### config.mk
export PLATFORM = sky130hd
export DESIGN_NAME = multicycle_ctrl_flat
export DESIGN_NICKNAME = d
export VERILOG_FILES = /design/src/rtl/multicycle_ctrl_if.sv /design/src/rtl/multicycle_ctrl.sv /design/src/flat_wrapper.sv
export SDC_FILE = /design/constraint.sdc
export NUM_CORES = 1
export LEC_CHECK = 0
export ABC_AREA = 1
export BUFFER_PORTS_ARGS = -buffer_cell sky130_fd_sc_hd__buf_2
export CAP_MARGIN = 0
export CORE_ASPECT_RATIO = 0.5
export CORE_UTILIZATION = 30
export CTS_CLUSTER_SIZE = 25
export DETAILED_ROUTE_END_ITERATION = 7
export HOLD_SLACK_MARGIN = 0.12
export PLACE_DENSITY_LB_ADDON = 0.15
export SYNTH_ARGS = -nofsm -noshare
export SYNTH_HDL_FRONTEND = slang
export SYNTH_SLANG_ARGS = --single-unit
### constraint.sdc
create_clock -name clk -period 2 [get_ports clk]
set_input_delay 0 -clock clk [delete_from_list [all_inputs] [get_ports clk]]
set_output_delay 0 -clock clk [all_outputs]
set_load 0.03 [all_outputs]
### src/rtl/multicycle_ctrl_if.sv
// Memory-port handshake between the control unit and the unified memory.
// The controller is the master; the memory answers with mem_ready.
interface multicycle_ctrl_if;
    logic mem_req;
    logic mem_we;
    logic iord;
    logic mem_ready;

    modport master (
        output mem_req,
        output mem_we,
        output iord,
        input  mem_ready
    );

    modport slave (
        input  mem_req,
        input  mem_we,
        input  iord,
        output mem_ready
    );
endinterface

### src/rtl/multicycle_ctrl.sv
// Multi-cycle MIPS-subset control FSM: Moore decode of the state register,
// stalling on mem_ready, with sticky illegal flag and retire counter.
module multicycle_ctrl #(
    parameter int CNT_W = 32
) (
    input  logic              clk,
    input  logic              rst_n,
    input  logic              run,
    input  logic [5:0]        opcode,
    input  logic              zero,
    multicycle_ctrl_if.master mem,
    output logic              ir_we,
    output logic              pc_we,
    output logic [1:0]        pc_src,
    output logic              alu_src_a,
    output logic [1:0]        alu_src_b,
    output logic [2:0]        alu_op,
    output logic              reg_dst,
    output logic              mem_to_reg,
    output logic              reg_we,
    output logic [3:0]        state,
    output logic              illegal,
    output logic [CNT_W-1:0]  instr_count
);

    typedef enum logic [3:0] {
        S_IDLE     = 4'd0,
        S_FETCH    = 4'd1,
        S_DECODE   = 4'd2,
        S_MEM_ADDR = 4'd3,
        S_MEM_RD   = 4'd4,
        S_MEM_WB   = 4'd5,
        S_MEM_WR   = 4'd6,
        S_EXEC_R   = 4'd7,
        S_R_WB     = 4'd8,
        S_EXEC_I   = 4'd9,
        S_I_WB     = 4'd10,
        S_BRANCH   = 4'd11,
        S_JUMP     = 4'd12,
        S_HALT     = 4'd13
    } state_t;

    localparam logic [5:0] OP_R    = 6'b000000;
    localparam logic [5:0] OP_LW   = 6'b100011;
    localparam logic [5:0] OP_SW   = 6'b101011;
    localparam logic [5:0] OP_ADDI = 6'b001000;
    localparam logic [5:0] OP_SLTI = 6'b001010;
    localparam logic [5:0] OP_ANDI = 6'b001100;
    localparam logic [5:0] OP_ORI  = 6'b001101;
    localparam logic [5:0] OP_BEQ  = 6'b000100;
    localparam logic [5:0] OP_J    = 6'b000010;

    localparam logic [2:0] ALU_ADD = 3'd0;
    localparam logic [2:0] ALU_SUB = 3'd1;
    localparam logic [2:0] ALU_FUN = 3'd2;
    localparam logic [2:0] ALU_AND = 3'd3;
    localparam logic [2:0] ALU_OR  = 3'd4;
    localparam logic [2:0] ALU_SLT = 3'd5;

    state_t cur;
    state_t nxt;
    logic   retire;
    logic   set_ill;
    logic   clr_ill;
    logic   is_itype;

    assign state    = cur;
    assign is_itype = (opcode == OP_ADDI) || (opcode == OP_SLTI) ||
                      (opcode == OP_ANDI) || (opcode == OP_ORI);

    always_ff @(posedge clk or negedge rst_n) begin
        if (!rst_n) begin
            cur         <= S_IDLE;
            illegal     <= 1'b0;
            instr_count <= '0;
        end else begin
            cur <= nxt;
            if (set_ill)
                illegal <= 1'b1;
            else if (clr_ill)
                illegal <= 1'b0;
            if (retire)
                instr_count <= instr_count + CNT_W'(1);
        end
    end

    always_comb begin
        nxt         = cur;
        mem.mem_req = 1'b0;
        mem.mem_we  = 1'b0;
        mem.iord    = 1'b0;
        ir_we       = 1'b0;
        pc_we       = 1'b0;
        pc_src      = 2'd0;
        alu_src_a   = 1'b0;
        alu_src_b   = 2'd0;
        alu_op      = ALU_ADD;
        reg_dst     = 1'b0;
        mem_to_reg  = 1'b0;
        reg_we      = 1'b0;
        retire      = 1'b0;
        set_ill     = 1'b0;
        clr_ill     = 1'b0;

        unique case (cur)
            S_IDLE: begin
                if (run)
                    nxt = S_FETCH;
            end
            S_FETCH: begin
                mem.mem_req = 1'b1;
                alu_src_b   = 2'd1;
                if (mem.mem_ready) begin
                    ir_we = 1'b1;
                    pc_we = 1'b1;
                    nxt   = S_DECODE;
                end
            end
            S_DECODE: begin
                // branch target is formed here while the opcode is decoded
                alu_src_b = 2'd3;
                unique case (1'b1)
                    (opcode == OP_R):   nxt = S_EXEC_R;
                    (opcode == OP_LW),
                    (opcode == OP_SW):  nxt = S_MEM_ADDR;
                    is_itype:           nxt = S_EXEC_I;
                    (opcode == OP_BEQ): nxt = S_BRANCH;
                    (opcode == OP_J):   nxt = S_JUMP;
                    default: begin
                        nxt     = S_HALT;
                        set_ill = 1'b1;
                    end
                endcase
            end
            S_MEM_ADDR: begin
                alu_src_a = 1'b1;
                alu_src_b = 2'd2;
                nxt = (opcode == OP_SW) ? S_MEM_WR : S_MEM_RD;
            end
            S_MEM_RD: begin
                mem.mem_req = 1'b1;
                mem.iord    = 1'b1;
                if (mem.mem_ready)
                    nxt = S_MEM_WB;
            end
            S_MEM_WB: begin
                reg_we     = 1'b1;
                mem_to_reg = 1'b1;
                retire     = 1'b1;
                nxt        = S_FETCH;
            end
            S_MEM_WR: begin
                mem.mem_req = 1'b1;
                mem.mem_we  = 1'b1;
                mem.iord    = 1'b1;
                if (mem.mem_ready) begin
                    retire = 1'b1;
                    nxt    = S_FETCH;
                end
            end
            S_EXEC_R: begin
                alu_src_a = 1'b1;
                alu_op    = ALU_FUN;
                nxt       = S_R_WB;
            end
            S_R_WB: begin
                reg_we  = 1'b1;
                reg_dst = 1'b1;
                retire  = 1'b1;
                nxt     = S_FETCH;
            end
            S_EXEC_I: begin
                alu_src_a = 1'b1;
                alu_src_b = 2'd2;
                unique case (1'b1)
                    (opcode == OP_SLTI): alu_op = ALU_SLT;
                    (opcode == OP_ANDI): alu_op = ALU_AND;
                    (opcode == OP_ORI):  alu_op = ALU_OR;
                    default:             alu_op = ALU_ADD;
                endcase
                nxt = S_I_WB;
            end
            S_I_WB: begin
                reg_we = 1'b1;
                retire = 1'b1;
                nxt    = S_FETCH;
            end
            S_BRANCH: begin
                alu_src_a = 1'b1;
                alu_op    = ALU_SUB;
                pc_src    = 2'd1;
                pc_we     = zero;
                retire    = 1'b1;
                nxt       = S_FETCH;
            end
            S_JUMP: begin
                pc_src = 2'd2;
                pc_we  = 1'b1;
                retire = 1'b1;
                nxt    = S_FETCH;
            end
            S_HALT: begin
                if (run) begin
                    clr_ill = 1'b1;
                    nxt     = S_FETCH;
                end
            end
            default: nxt = S_IDLE;
        endcase
    end

endmodule

### src/flat_wrapper.sv
// flat-port wrapper written by rule: the top's interface ports become plain ports
module multicycle_ctrl_flat 
#(
    parameter int CNT_W = 32
)
  (clk, rst_n, run, opcode, zero, ir_we, pc_we, pc_src, alu_src_a, alu_src_b, alu_op, reg_dst, mem_to_reg, reg_we, state, illegal, instr_count, mem_mem_req, mem_mem_we, mem_iord, mem_mem_ready);
  multicycle_ctrl_if mem_i ();
  input  logic clk;
  input  logic rst_n;
  input  logic run;
  input  logic [5:0] opcode;
  input  logic zero;
  output logic ir_we;
  output logic pc_we;
  output logic [1:0] pc_src;
  output logic alu_src_a;
  output logic [1:0] alu_src_b;
  output logic [2:0] alu_op;
  output logic reg_dst;
  output logic mem_to_reg;
  output logic reg_we;
  output logic [3:0] state;
  output logic illegal;
  output logic [CNT_W-1:0] instr_count;
  output wire logic [$bits(mem_i.mem_req)-1:0] mem_mem_req;
  output wire logic [$bits(mem_i.mem_we)-1:0] mem_mem_we;
  output wire logic [$bits(mem_i.iord)-1:0] mem_iord;
  input wire logic [$bits(mem_i.mem_ready)-1:0] mem_mem_ready;
  assign mem_mem_req = mem_i.mem_req;
  assign mem_mem_we = mem_i.mem_we;
  assign mem_iord = mem_i.iord;
  assign mem_i.mem_ready = mem_mem_ready;
  multicycle_ctrl #(.CNT_W(CNT_W)) u_core (.clk(clk), .rst_n(rst_n), .run(run), .opcode(opcode), .zero(zero), .mem(mem_i), .ir_we(ir_we), .pc_we(pc_we), .pc_src(pc_src), .alu_src_a(alu_src_a), .alu_src_b(alu_src_b), .alu_op(alu_op), .reg_dst(reg_dst), .mem_to_reg(mem_to_reg), .reg_we(reg_we), .state(state), .illegal(illegal), .instr_count(instr_count));
endmodule
==> qor.yml, run 1 <==
run_status:
  status: "finished clean"
floorplanning:
  initial_utilization_pct: 32.20
  die_footprint_sq_um: 9364
  core_region_area_sq_um: 8346
  top_level_ports: 64
  die_x_microns: 135.9
  dieHeight_microns: 68.93
  placementRows: 23
critical_path:
  crit_chain: "nand2_1 > nor2_1 > inv_1 > o221ai_1 > buf_2"
  critical_path.startpoint_type: "register"
  path_class: "reg -> out"
  cp_data_required_time_ns: 2.00
  timing.critical_path.max_delay_family: "flip-flops"
  worstPathArrival_ns: 1.79
  critPathBufInv: 2
  crit_path_max_incr_delay_ns: 0.52
  crit_path_top_delay_cell: "sky130_fd_sc_hd__dfrtp_1"
  critPathMaxFanout: 8
  worst_setup_path_end_kind: "output pin"
yosys:
  postSynthAreaPerCell_sq_um: 6.221
  ys_top_cells_by_count: "207 x sky130_fd_sc_hd__nand2_1, 74 x sky130_fd_sc_hd__nor2_1, 37 x sky130_fd_sc_hd__dfrtp_1"
  synth.top_cells.by_area: "sky130_fd_sc_hd__dfrtp_1 34%, sky130_fd_sc_hd__nand2_1 29%, sky130_fd_sc_hd__nor2_1 10%"
  synth_fp_nets: 444
  syn-cell-area_sq_um: 2688
  synth_enable_flop_cells: 0
  ys_types: 30
  synth-seq-area-share_pct: 34.45
  ys.flop_type: "sky130_fd_sc_hd__dfrtp_1"
  async_flop_share_pct: 100.0
  ys_ff_latch: 37
  synthDominantAreaCellType: "sky130_fd_sc_hd__dfrtp_1"
  post-synth-top-area-fraction_pct: 34.45
  yosysMostFrequentCell: "sky130_fd_sc_hd__nand2_1"
  synthesis.yosys.warnings: 0
  synthCells: 432
detailed_routing:
  route.detailed.vias_per_inst: 4.566
  detail_route.drc_violations: 0
  drt_pre_antenna_iters: 4
  detailroute.via_count: 2808
  drt-total-wl_mm: 7.621
  dr.first_iter.drc_count: 181
  avgRoutedWirePerCell_microns: 12.39
  post_drt_antenna_nets: 0
power_and_ir_drop:
  netSwitchingFraction_pct: 46.55
  power.share.combinational_pct: 46.0
  power_leakage_uw: 0.001756
  p_int_uw: 1746
  power_after_layout_uw: 3268
  ir_drop_mv: 0.6567
  switching_power_uw: 1521
  p_seq_share_pct: 30.0
  pwr_density_cell_nw_per_um2: 987.3
  power.clock.fraction_pct: 24.0
clock_network:
  clkLatencyLatePin_ns: 0.28
  post-cts-setup-buffer-count: 0
  cts_root_buffer: "sky130_fd_sc_hd__clkbuf_16"
  tritoncts_buffers: 5
  h-tree-depth: 2
  cts_max_path_buffers: 2
  cts_tree: "built"
  tritoncts_sinks: 37
  cts.reportedPaths.clkPinSlew_ns: 0.05
cells_and_area:
  fill_cells: 933
  antenna_cells: 0
  final_standard_cell_utilization_of_the_core_pct: 39.66
  layout_overhead_on_the_synthesized_area_pct: 23.14
  design.final.nets: 515
  layout-drive-gt1-share_pct: 17.30
place:
  preCtsSetupSlack_ns: 0.2394
  gp_congestion: 0.8687
  port_buffers: 63
  detailedPlacementHpwl_mm: 5.849
timing:
  period_minus_slack_ns: 1.789
  setup_viol_count_final: 0
  max_freq_ghz: 0.5588
  timing.slew.headroom_pct: 42.12
  tns_ns: 0
  finClkSkew_ns: 0.004960
  grt_setup_unrepaired: "false"
  final_critical_path_setup_slack_ns: 0.2106
  layout_worst_path_cycle_share_pct: 89.47
  finalHoldViolations: 0
  tightest_slew_ns: 0.8682
  slew_viol_final: 0
run:
  max-cap-violations: 0
global_routing:
  gr-total-overflow: 0
  number_of_global_route_vias_before_repair: 2739
  grt_util_all_layers_pct: 18.30
  initial_antenna_violation_count: 0
  grt_pass1_wl_mm: 13.12
  grt_start_max_net_pins: 38
worst_hold_path:
  holdCritPathClass: "in -> reg"
==> kinds of logic after synthesis <==
| family | synth area share (%) |
|---|---|
| AO/OA/AOI/OAI | 3.492 |
| XOR/XNOR | 4.842 |
| adder cells (fa/ha/maj) | 0.4655 |
| buffers and inverters | 6.611 |
| flip-flops | 34.45 |
| AND/OR/NAND/NOR | 50.14 |
==> layout make-up <==
class	instances	area [sq um]	share of cell area, %
inverters	35	133.9	4.045
multi-input cells	355	1587	47.94
well taps	112	140.1	4.234
repair buffers	69	380.4	11.49
clock buffers	7	142.6	4.310
flip-flops and latches	37	925.9	27.98
==> metal layers <==
layer / vias up / wire (microns) / GRT usage [%]
li1: 1469 / - / -
met1: 1274 / 3975 / 24.79
met2: 60 / 3247 / 30.23
met3: 5 / 336 / 3.363
met4: 0 / 61 / 4.861
met5: - / 0 / 0
==> sequential cells by signal, indices dropped and copies added (netlist names) <==
name,flops
u_core.instr_count,32
u_core.state,4
u_core.illegal,1
==> path summary, 6_finish.rpt <==
| kind | cells after the start | slack (ns) | end | start |
|---|---|---|---|---|
| max | 5 | 0.21 | alu_op[0] | u_core.state[0] |
| min | 4 | 0.15 | u_core.illegal | opcode[1] |
| max reg2reg | 8 | 0.33 | u_core.instr_count[18] | u_core.instr_count[1] |
| min reg2reg | 1 | 0.53 | u_core.illegal | u_core.illegal |
| max in group asynchronous | 2 | 1.08 | u_core.instr_count[12] | rst_n |
| min in group asynchronous | 2 | 0.38 | u_core.illegal | rst_n |
==> metrics by stage <==
stage,std cells,hold WS [ns],instance area [sq um]
after floorplan,432,-0.2956,2688
after global placement,605,0.1622,3134
after detailed placement,605,0.1748,3134
after CTS,615,0.1433,3307
after global routing,615,0.1991,3309
final,615,0.1481,3309
==> what timing repair did <==
| action | 4_1_cts | 5_1_grt |
|---|---|---|
| endpoints found under the setup margin | 0 | 2 |
| resized for setup | 0 | 1 |
| endpoints found under the hold margin | 39 | 0 |
| hold buffers | 3 | 0 |
==> layout by cell type (no fill, tap or decap) <==
master	instances
sky130_fd_sc_hd__nand3_4	1
sky130_fd_sc_hd__nand2_2	3
sky130_fd_sc_hd__o2bb2ai_1	1
sky130_fd_sc_hd__o21ai_0	6
sky130_fd_sc_hd__inv_4	1
sky130_fd_sc_hd__a21oi_1	1
sky130_fd_sc_hd__dfrtp_1	37
sky130_fd_sc_hd__xnor2_2	1
sky130_fd_sc_hd__clkbuf_16	5
sky130_fd_sc_hd__dlygate4sd3_1	3
sky130_fd_sc_hd__buf_12	1
sky130_fd_sc_hd__clkbuf_1	1
sky130_fd_sc_hd__a31oi_1	1
sky130_fd_sc_hd__a21boi_0	1
sky130_fd_sc_hd__ha_1	1
sky130_fd_sc_hd__nand3_1	11
sky130_fd_sc_hd__inv_1	32
sky130_fd_sc_hd__nand2_1	207
sky130_fd_sc_hd__xnor2_1	4
sky130_fd_sc_hd__buf_4	2
sky130_fd_sc_hd__o221ai_1	1
sky130_fd_sc_hd__nand3b_1	15
sky130_fd_sc_hd__nor3_1	3
sky130_fd_sc_hd__o21a_1	1
sky130_fd_sc_hd__buf_2	63
sky130_fd_sc_hd__nand4_1	5
sky130_fd_sc_hd__nor2_1	73
sky130_fd_sc_hd__nand2_4	1
sky130_fd_sc_hd__nor2_2	6
sky130_fd_sc_hd__a211o_1	1
sky130_fd_sc_hd__o22ai_1	1
sky130_fd_sc_hd__xor2_1	9
sky130_fd_sc_hd__inv_2	2
sky130_fd_sc_hd__clkbuf_8	1
sky130_fd_sc_hd__o21ai_1	1
==> power by group through the flow <==
stage,logic [uW],registers [uW],clock network (uW)
after floorplan,938,1140,0
after global placement,1510,991,0
after detailed placement,1500,986,0
after CTS,1510,978,812
after global routing,1670,995,846
final,1500,981,785
==> worst register-to-register path, stage by stage, from the launching register on <==
cell	delay, ns
sky130_fd_sc_hd__dfrtp_1	0.42
sky130_fd_sc_hd__ha_1	0.24
sky130_fd_sc_hd__inv_1	0.08
sky130_fd_sc_hd__nor2_2	0.25
sky130_fd_sc_hd__nand2_1	0.14
sky130_fd_sc_hd__nor3_1	0.22
sky130_fd_sc_hd__nand3_1	0.11
sky130_fd_sc_hd__nand2_1	0.07
sky130_fd_sc_hd__nand2_1	0.04
No activity file was read; power rests on OpenSTA's default activity.
==> run 2, diff against run 1 <==
CORE_ASPECT_RATIO = 0.8   (was 0.5)
==> run 2 against run 1 <==
Sequential power decreased by 1%. Total power fell by 8.2%. Hold slack worse by 0.031 ns. Critical path type unchanged.
==> qor.yml, run 2 (synthesis gave the netlist of run 1 again) <==
timing:
  final_critical_path_setup_slack_ns: 0.1851  # -0.02547 ns
  finalHoldViolations: 0  # unchanged
  max_freq_ghz: 0.5510  # -1.4%
  grt_setup_unrepaired: "false"
  slew_viol_final: 0  # unchanged
  period_minus_slack_ns: 1.815  # +0.02547 ns
  worst_hold_slack_ns: 0.1176  # -0.03051 ns
  setup_viol_count_final: 0  # unchanged
  layout_worst_path_cycle_share_pct: 90.74  # +1.3 points
  finClkSkew_ns: 0.005615  # +0.0006544 ns
  tightest_slew_ns: 0.8760  # +0.007823 ns
  timing.slew.headroom_pct: 41.60  # -0.52 points
  tns_ns: 0  # unchanged
global_routing:
  grt_start_max_net_pins: 38  # unchanged
  gr-total-overflow: 0  # unchanged
  number_of_global_route_vias_before_repair: 2710  # -1.1%
  grt_util_all_layers_pct: 18.34  # +0.035 points
  grt_pass1_wl_mm: 13.37  # +1.9%
  initial_antenna_violation_count: 0  # unchanged
detailed_routing:
  route.detailed.vias_per_inst: 4.689  # +2.7%
  dr.first_iter.drc_count: 240  # +33%
  detail_route.drc_violations: 0  # unchanged
  post_drt_antenna_nets: 0  # unchanged
  drt-total-wl_mm: 8.060  # +5.8%
  detailroute.via_count: 2893  # +3.0%
  drt_pre_antenna_iters: 5  # +1
  avgRoutedWirePerCell_microns: 13.06  # +5.4%
floorplanning:
  dieHeight_microns: 86.66  # +26%
  core_region_area_sq_um: 8596  # +3.0%
  die_footprint_sq_um: 9343  # -0.23%
  placementRows: 30  # +30%
  initial_utilization_pct: 31.27  # -0.94 points
  die_x_microns: 107.8  # -21%
  top_level_ports: 64  # unchanged
power_and_ir_drop:
  ir_drop_mv: 0.4561  # -31%
  power_leakage_uw: 0.001727  # -1.6%
  pwr_density_cell_nw_per_um2: 926.3  # -6.2%
  power_after_layout_uw: 3001  # -8.2%
clock_network:
  cts_max_path_buffers: 2  # unchanged
  cts_tree: "built"
  clkLatencyLatePin_ns: 0.30  # +0.02 ns
  h-tree-depth: 2  # unchanged
  cts.reportedPaths.clkPinSlew_ns: 0.08  # +0.03 ns
  cts_root_buffer: "sky130_fd_sc_hd__clkbuf_8"
  cts_resized: 0  # unchanged
  tritoncts_buffers: 5  # unchanged
  tritoncts_sinks: 37  # unchanged
  post-cts-setup-buffer-count: 0  # unchanged
cells_and_area:
  mostFrequentLayoutCell: "sky130_fd_sc_hd__nand2_1"
  fill_cells: 951  # +1.9%
  antenna_cells: 0  # unchanged
  design.final.nets: 516  # +0.19%
  layout.cells.most_common_list: "207 x sky130_fd_sc_hd__nand2_1, 74 x sky130_fd_sc_hd__nor2_1, 63 x sky130_fd_sc_hd__buf_2"
  layout-drive-gt1-share_pct: 17.03  # -0.27 points
  largest-register: "u_core.instr_count"
  layout_overhead_on_the_synthesized_area_pct: 20.53
  largest_reg_flops: 32  # unchanged
critical_path:
  worst_setup_path_end_kind: "output pin"
  path_class: "reg -> out"
  critPathMaxFanout: 6  # -2
  cp_data_required_time_ns: 2.00  # about the same
  worstPathArrival_ns: 1.81  # +0.02 ns
  critical_path.startpoint_type: "register"
place:
  preCtsSetupSlack_ns: 0.2855  # +0.04613 ns
  port_buffers: 63  # unchanged
  gp_congestion: 0.9038  # +4.0%
  detailedPlacementHpwl_mm: 6.294  # +7.6%
run_status:
  status: "finished clean"
run:
  max-cap-violations: 0  # unchanged
worst_hold_path:
  holdCritPathClass: "in -> reg"
-- run 2: cell types whose count changed in the layout (fill, tap and decap cells not counted) --
| cell | delta |
|---|---|
| sky130_fd_sc_hd__nor2_1 | +1 |
| sky130_fd_sc_hd__buf_12 | -1 |
| sky130_fd_sc_hd__clkbuf_1 | +2 |
| sky130_fd_sc_hd__clkbuf_16 | -5 |
| sky130_fd_sc_hd__clkbuf_8 | +4 |
| sky130_fd_sc_hd__nor2_2 | -1 |
| sky130_fd_sc_hd__buf_4 | +2 |
-- run 2: cell type report --
cell class | instances | area, sq um | area share (%)
well taps | 112 | 140.1 | 4.326
flip-flops and latches | 37 | 925.9 | 28.58
repair buffers | 70 | 375.4 | 11.59
clock buffers | 8 | 80.08 | 2.472
multi-input cells | 355 | 1584 | 48.90
inverters | 35 | 133.9 | 4.133
-- run 2: repair_timing --
action / in CTS / in global routing
hold endpoints to repair: 39 / 0
endpoints found under the setup margin: 0 / 0
hold buffers: 3 / 0
-- run 2: worst paths after layout --
check	slack [ns]	start	depth (start not counted)	end
setup / recovery	0.19	u_core.state[1]	6	alu_op[0]
hold / removal	0.12	opcode[1]	4	u_core.illegal
setup reg to reg	0.27	u_core.instr_count[1]	10	u_core.instr_count[28]
hold reg to reg	0.51	u_core.illegal	1	u_core.illegal
max in group asynchronous	1.09	rst_n	2	u_core.instr_count[28]
min in group asynchronous	0.36	rst_n	2	u_core.instr_count[19]
-- run 2: worst max-delay path, cell delays in order (launching register included) --
cell and delay, ns:
sky130_fd_sc_hd__dfrtp_1 0.45, sky130_fd_sc_hd__inv_2 0.12, sky130_fd_sc_hd__nand2_1 0.12, sky130_fd_sc_hd__nor2_1 0.29, sky130_fd_sc_hd__inv_1 0.14, sky130_fd_sc_hd__o221ai_1 0.17, sky130_fd_sc_hd__buf_2 0.22
-- run 2: per-layer routing --
metal | global-route usage, % | part of all wire, % | up-vias
met5 | 0 | 0 | -
met4 | 4.359 | 0.91 | 0
met3 | 2.857 | 6.7 | 8
met2 | 26.69 | 39 | 97
met1 | 27.96 | 53 | 1311
li1 | - | - | 1477
-- run 2: metrics by stage --
step | area [sq um] | utilization (%) | instances
after floorplan | 2688 | - | 432
after global placement | 3129 | 36.40 | 606
after detailed placement | 3129 | 36.40 | 606
after CTS | 3239 | 37.69 | 617
after global routing | 3239 | 37.69 | 617
final | 3239 | 37.69 | 617
-- run 2: power breakdown --
part	switching [uW]	internal [uW]	leakage, uW	total, uW
logic	1110	401	0.00119	1510
registers	128	839	0.000499	967
clock network	278	248	0.0000395	526
==> run 3, diff against run 2 <==
CTS_BUF_LIST = sky130_fd_sc_hd__clkbuf_4 sky130_fd_sc_hd__clkbuf_8   (was not set)
==> run 3 against run 2 <==
Combinational power hardly changed. Total power rose by 1.2%. Clock power rose by 7.2%. Worst setup slack gained 0.015 ns. Final cell count unchanged. Clock skew barely moved. Via count hardly changed. Register-to-register slack is essentially flat. Core utilization up 0.13 points. First-iteration DRC count rose by 4.2%. Clock-buffer cell count unchanged.
==> qor.yml, run 3 (synthesis gave the netlist of run 1 again) <==
place:
  port_buffers: 63  # unchanged
  placed_cells_incl_taps: 606  # unchanged
  gp_congestion: 0.9038  # unchanged
  detailedPlacementHpwl_mm: 6.294  # unchanged
  detailed_place.area_sq_um: 3129  # unchanged
clock_network:
  h-tree-depth: 2  # unchanged
  tritoncts_sinks: 37  # unchanged
  cts_root_buffer: "sky130_fd_sc_hd__clkbuf_8"
  clkLatencyLatePin_ns: 0.29  # about the same
  cts_max_path_buffers: 2  # unchanged
  cts.reportedPaths.clkPinSlew_ns: 0.08  # about the same
  post-cts-setup-buffer-count: 0  # unchanged
  cts_resized: 0  # unchanged
  cts_tree: "built"
  tritoncts_buffers: 5  # unchanged
critical_path:
  critical_path.startpoint_type: "register"
  regToRegSetupSlack_ns: 0.27  # about the same
  worstPathArrival_ns: 1.80  # about the same
  path_class: "reg -> out"
  critPathMaxFanout: 6  # unchanged
  cp_data_required_time_ns: 2.00  # about the same
  worst_setup_path_end_kind: "output pin"
timing:
  grt_setup_unrepaired: "false"
  tightest_slew_ns: 0.8916  # +0.01557 ns
  slew_viol_final: 0  # unchanged
  timing.slew.headroom_pct: 40.56  # -1.0 points
  finalHoldViolations: 0  # unchanged
  finClkSkew_ns: 0.005575  # -0.00003988 ns
  layout_worst_path_cycle_share_pct: 89.98  # -0.77 points
  tns_ns: 0  # unchanged
  max_freq_ghz: 0.5557  # +0.85%
  setup_viol_count_final: 0  # unchanged
  period_minus_slack_ns: 1.800  # -0.01536 ns
global_routing:
  grt_pass1_wl_mm: 13.31  # -0.46%
  initial_antenna_violation_count: 0  # unchanged
  number_of_global_route_vias_before_repair: 2689  # -0.77%
  gr-total-overflow: 0  # unchanged
  grt_util_all_layers_pct: 18.19  # -0.15 points
  grt_start_max_net_pins: 38  # unchanged
detailed_routing:
  drt-total-wl_mm: 8.047  # -0.16%
  drt_pre_antenna_iters: 4  # -1
  post_drt_antenna_nets: 0  # unchanged
  dr.first_iter.drc_count: 250  # +4.2%
  route.detailed.vias_per_inst: 4.692  # about the same
  avgRoutedWirePerCell_microns: 13.04  # -0.16%
  detail_route.drc_violations: 0  # unchanged
  detailroute.via_count: 2895  # +0.069%
floorplanning:
  dieHeight_microns: 86.66  # unchanged
  initial_utilization_pct: 31.27  # unchanged
  core_region_area_sq_um: 8596  # unchanged
  die_x_microns: 107.8  # unchanged
  die_footprint_sq_um: 9343  # unchanged
  placementRows: 30  # unchanged
  top_level_ports: 64  # unchanged
cells_and_area:
  layout_overhead_on_the_synthesized_area_pct: 20.95
  largest_reg_flops: 32  # unchanged
  finalNonFillerCells: 617  # unchanged
  layout.cells.most_common_list: "207 x sky130_fd_sc_hd__nand2_1, 74 x sky130_fd_sc_hd__nor2_1, 63 x sky130_fd_sc_hd__buf_2"
  largest-register: "u_core.instr_count"
  layout.cell_area.non_filler_sq_um: 3251  # +0.35%
  antenna_cells: 0  # unchanged
  mostFrequentLayoutCell: "sky130_fd_sc_hd__nand2_1"
  fill_cells: 950  # -0.11%
  layout-drive-gt1-share_pct: 17.62  # +0.59 points
  final_standard_cell_utilization_of_the_core_pct: 37.82  # +0.13 points
  design.final.nets: 516  # unchanged
power_and_ir_drop:
  ir_drop_mv: 0.4556  # -0.13%
  power_leakage_uw: 0.001738  # +0.59%
  pwr_density_cell_nw_per_um2: 934.2  # +0.85%
worst_hold_path:
  holdCritPathClass: "in -> reg"
run_status:
  status: "finished clean"
run:
  max-cap-violations: 0  # unchanged
run 3: timing repair:
item / 4_1_cts / 5_1_grt
hold endpoints to repair: 39 / 0
setup endpoints to repair: 0 / 0
hold buffers: 3 / 0
run 3: path summary, 6_finish.rpt:
| check | cells after the start | from | to |
|---|---|---|---|
| min | 4 | opcode[1] | u_core.illegal |
| min reg2reg | 1 | u_core.illegal | u_core.illegal |
| max | 6 | u_core.state[1] | alu_op[0] |
| min in group asynchronous | 2 | rst_n | u_core.instr_count[9] |
| max reg2reg | 10 | u_core.instr_count[1] | u_core.instr_count[28] |
| max in group asynchronous | 2 | rst_n | u_core.instr_count[28] |
run 3: critical path, stage by stage, from the launching register on:
cell                       delay [ns]
sky130_fd_sc_hd__dfrtp_1         0.45
sky130_fd_sc_hd__inv_2           0.12
sky130_fd_sc_hd__nand2_1         0.11
sky130_fd_sc_hd__nor2_1          0.29
sky130_fd_sc_hd__inv_1           0.14
sky130_fd_sc_hd__o221ai_1        0.17
sky130_fd_sc_hd__buf_2           0.22
run 3: routing by layer:
metal	part of all wire (%)	GRT usage, %
met5	0	0
met4	0.56	3.611
met3	6.0	2.857
met2	40	26.34
met1	53	28.10
run 3: final cells by class:
cell class / instances / area, sq um / share of cell area, %
clock buffer: 8 / 91.34 / 2.810
inverter: 35 / 133.9 / 4.119
multi-input combinational: 355 / 1584 / 48.73
sequential: 37 / 925.9 / 28.48
tap: 112 / 140.1 / 4.311
timing repair buffer: 70 / 375.4 / 11.55
run 3: through the flow:
stage,total power [uW],hold slack [ns],setup slack (ns)
4_1_cts,3069,0.1250,0.2121
2_1_floorplan,2075,-0.2956,0.04091
3_3_place_gp,2487,0.1718,0.3683
3_5_place_dp,2488,0.1824,0.2855
6_report,3037,0.1237,0.2005
5_1_grt,3235,0.1596,0.06454
run 3: power by group:
| part | switching (uW) | internal [uW] | leakage (uW) |
|---|---|---|---|
| Sequential | 129 | 839 | 0.000499 |
| Clock | 275 | 289 | 0.0000498 |
| Combinational | 1100 | 401 | 0.00119 |
| Total | 1510 | 1530 | 0.00174 |
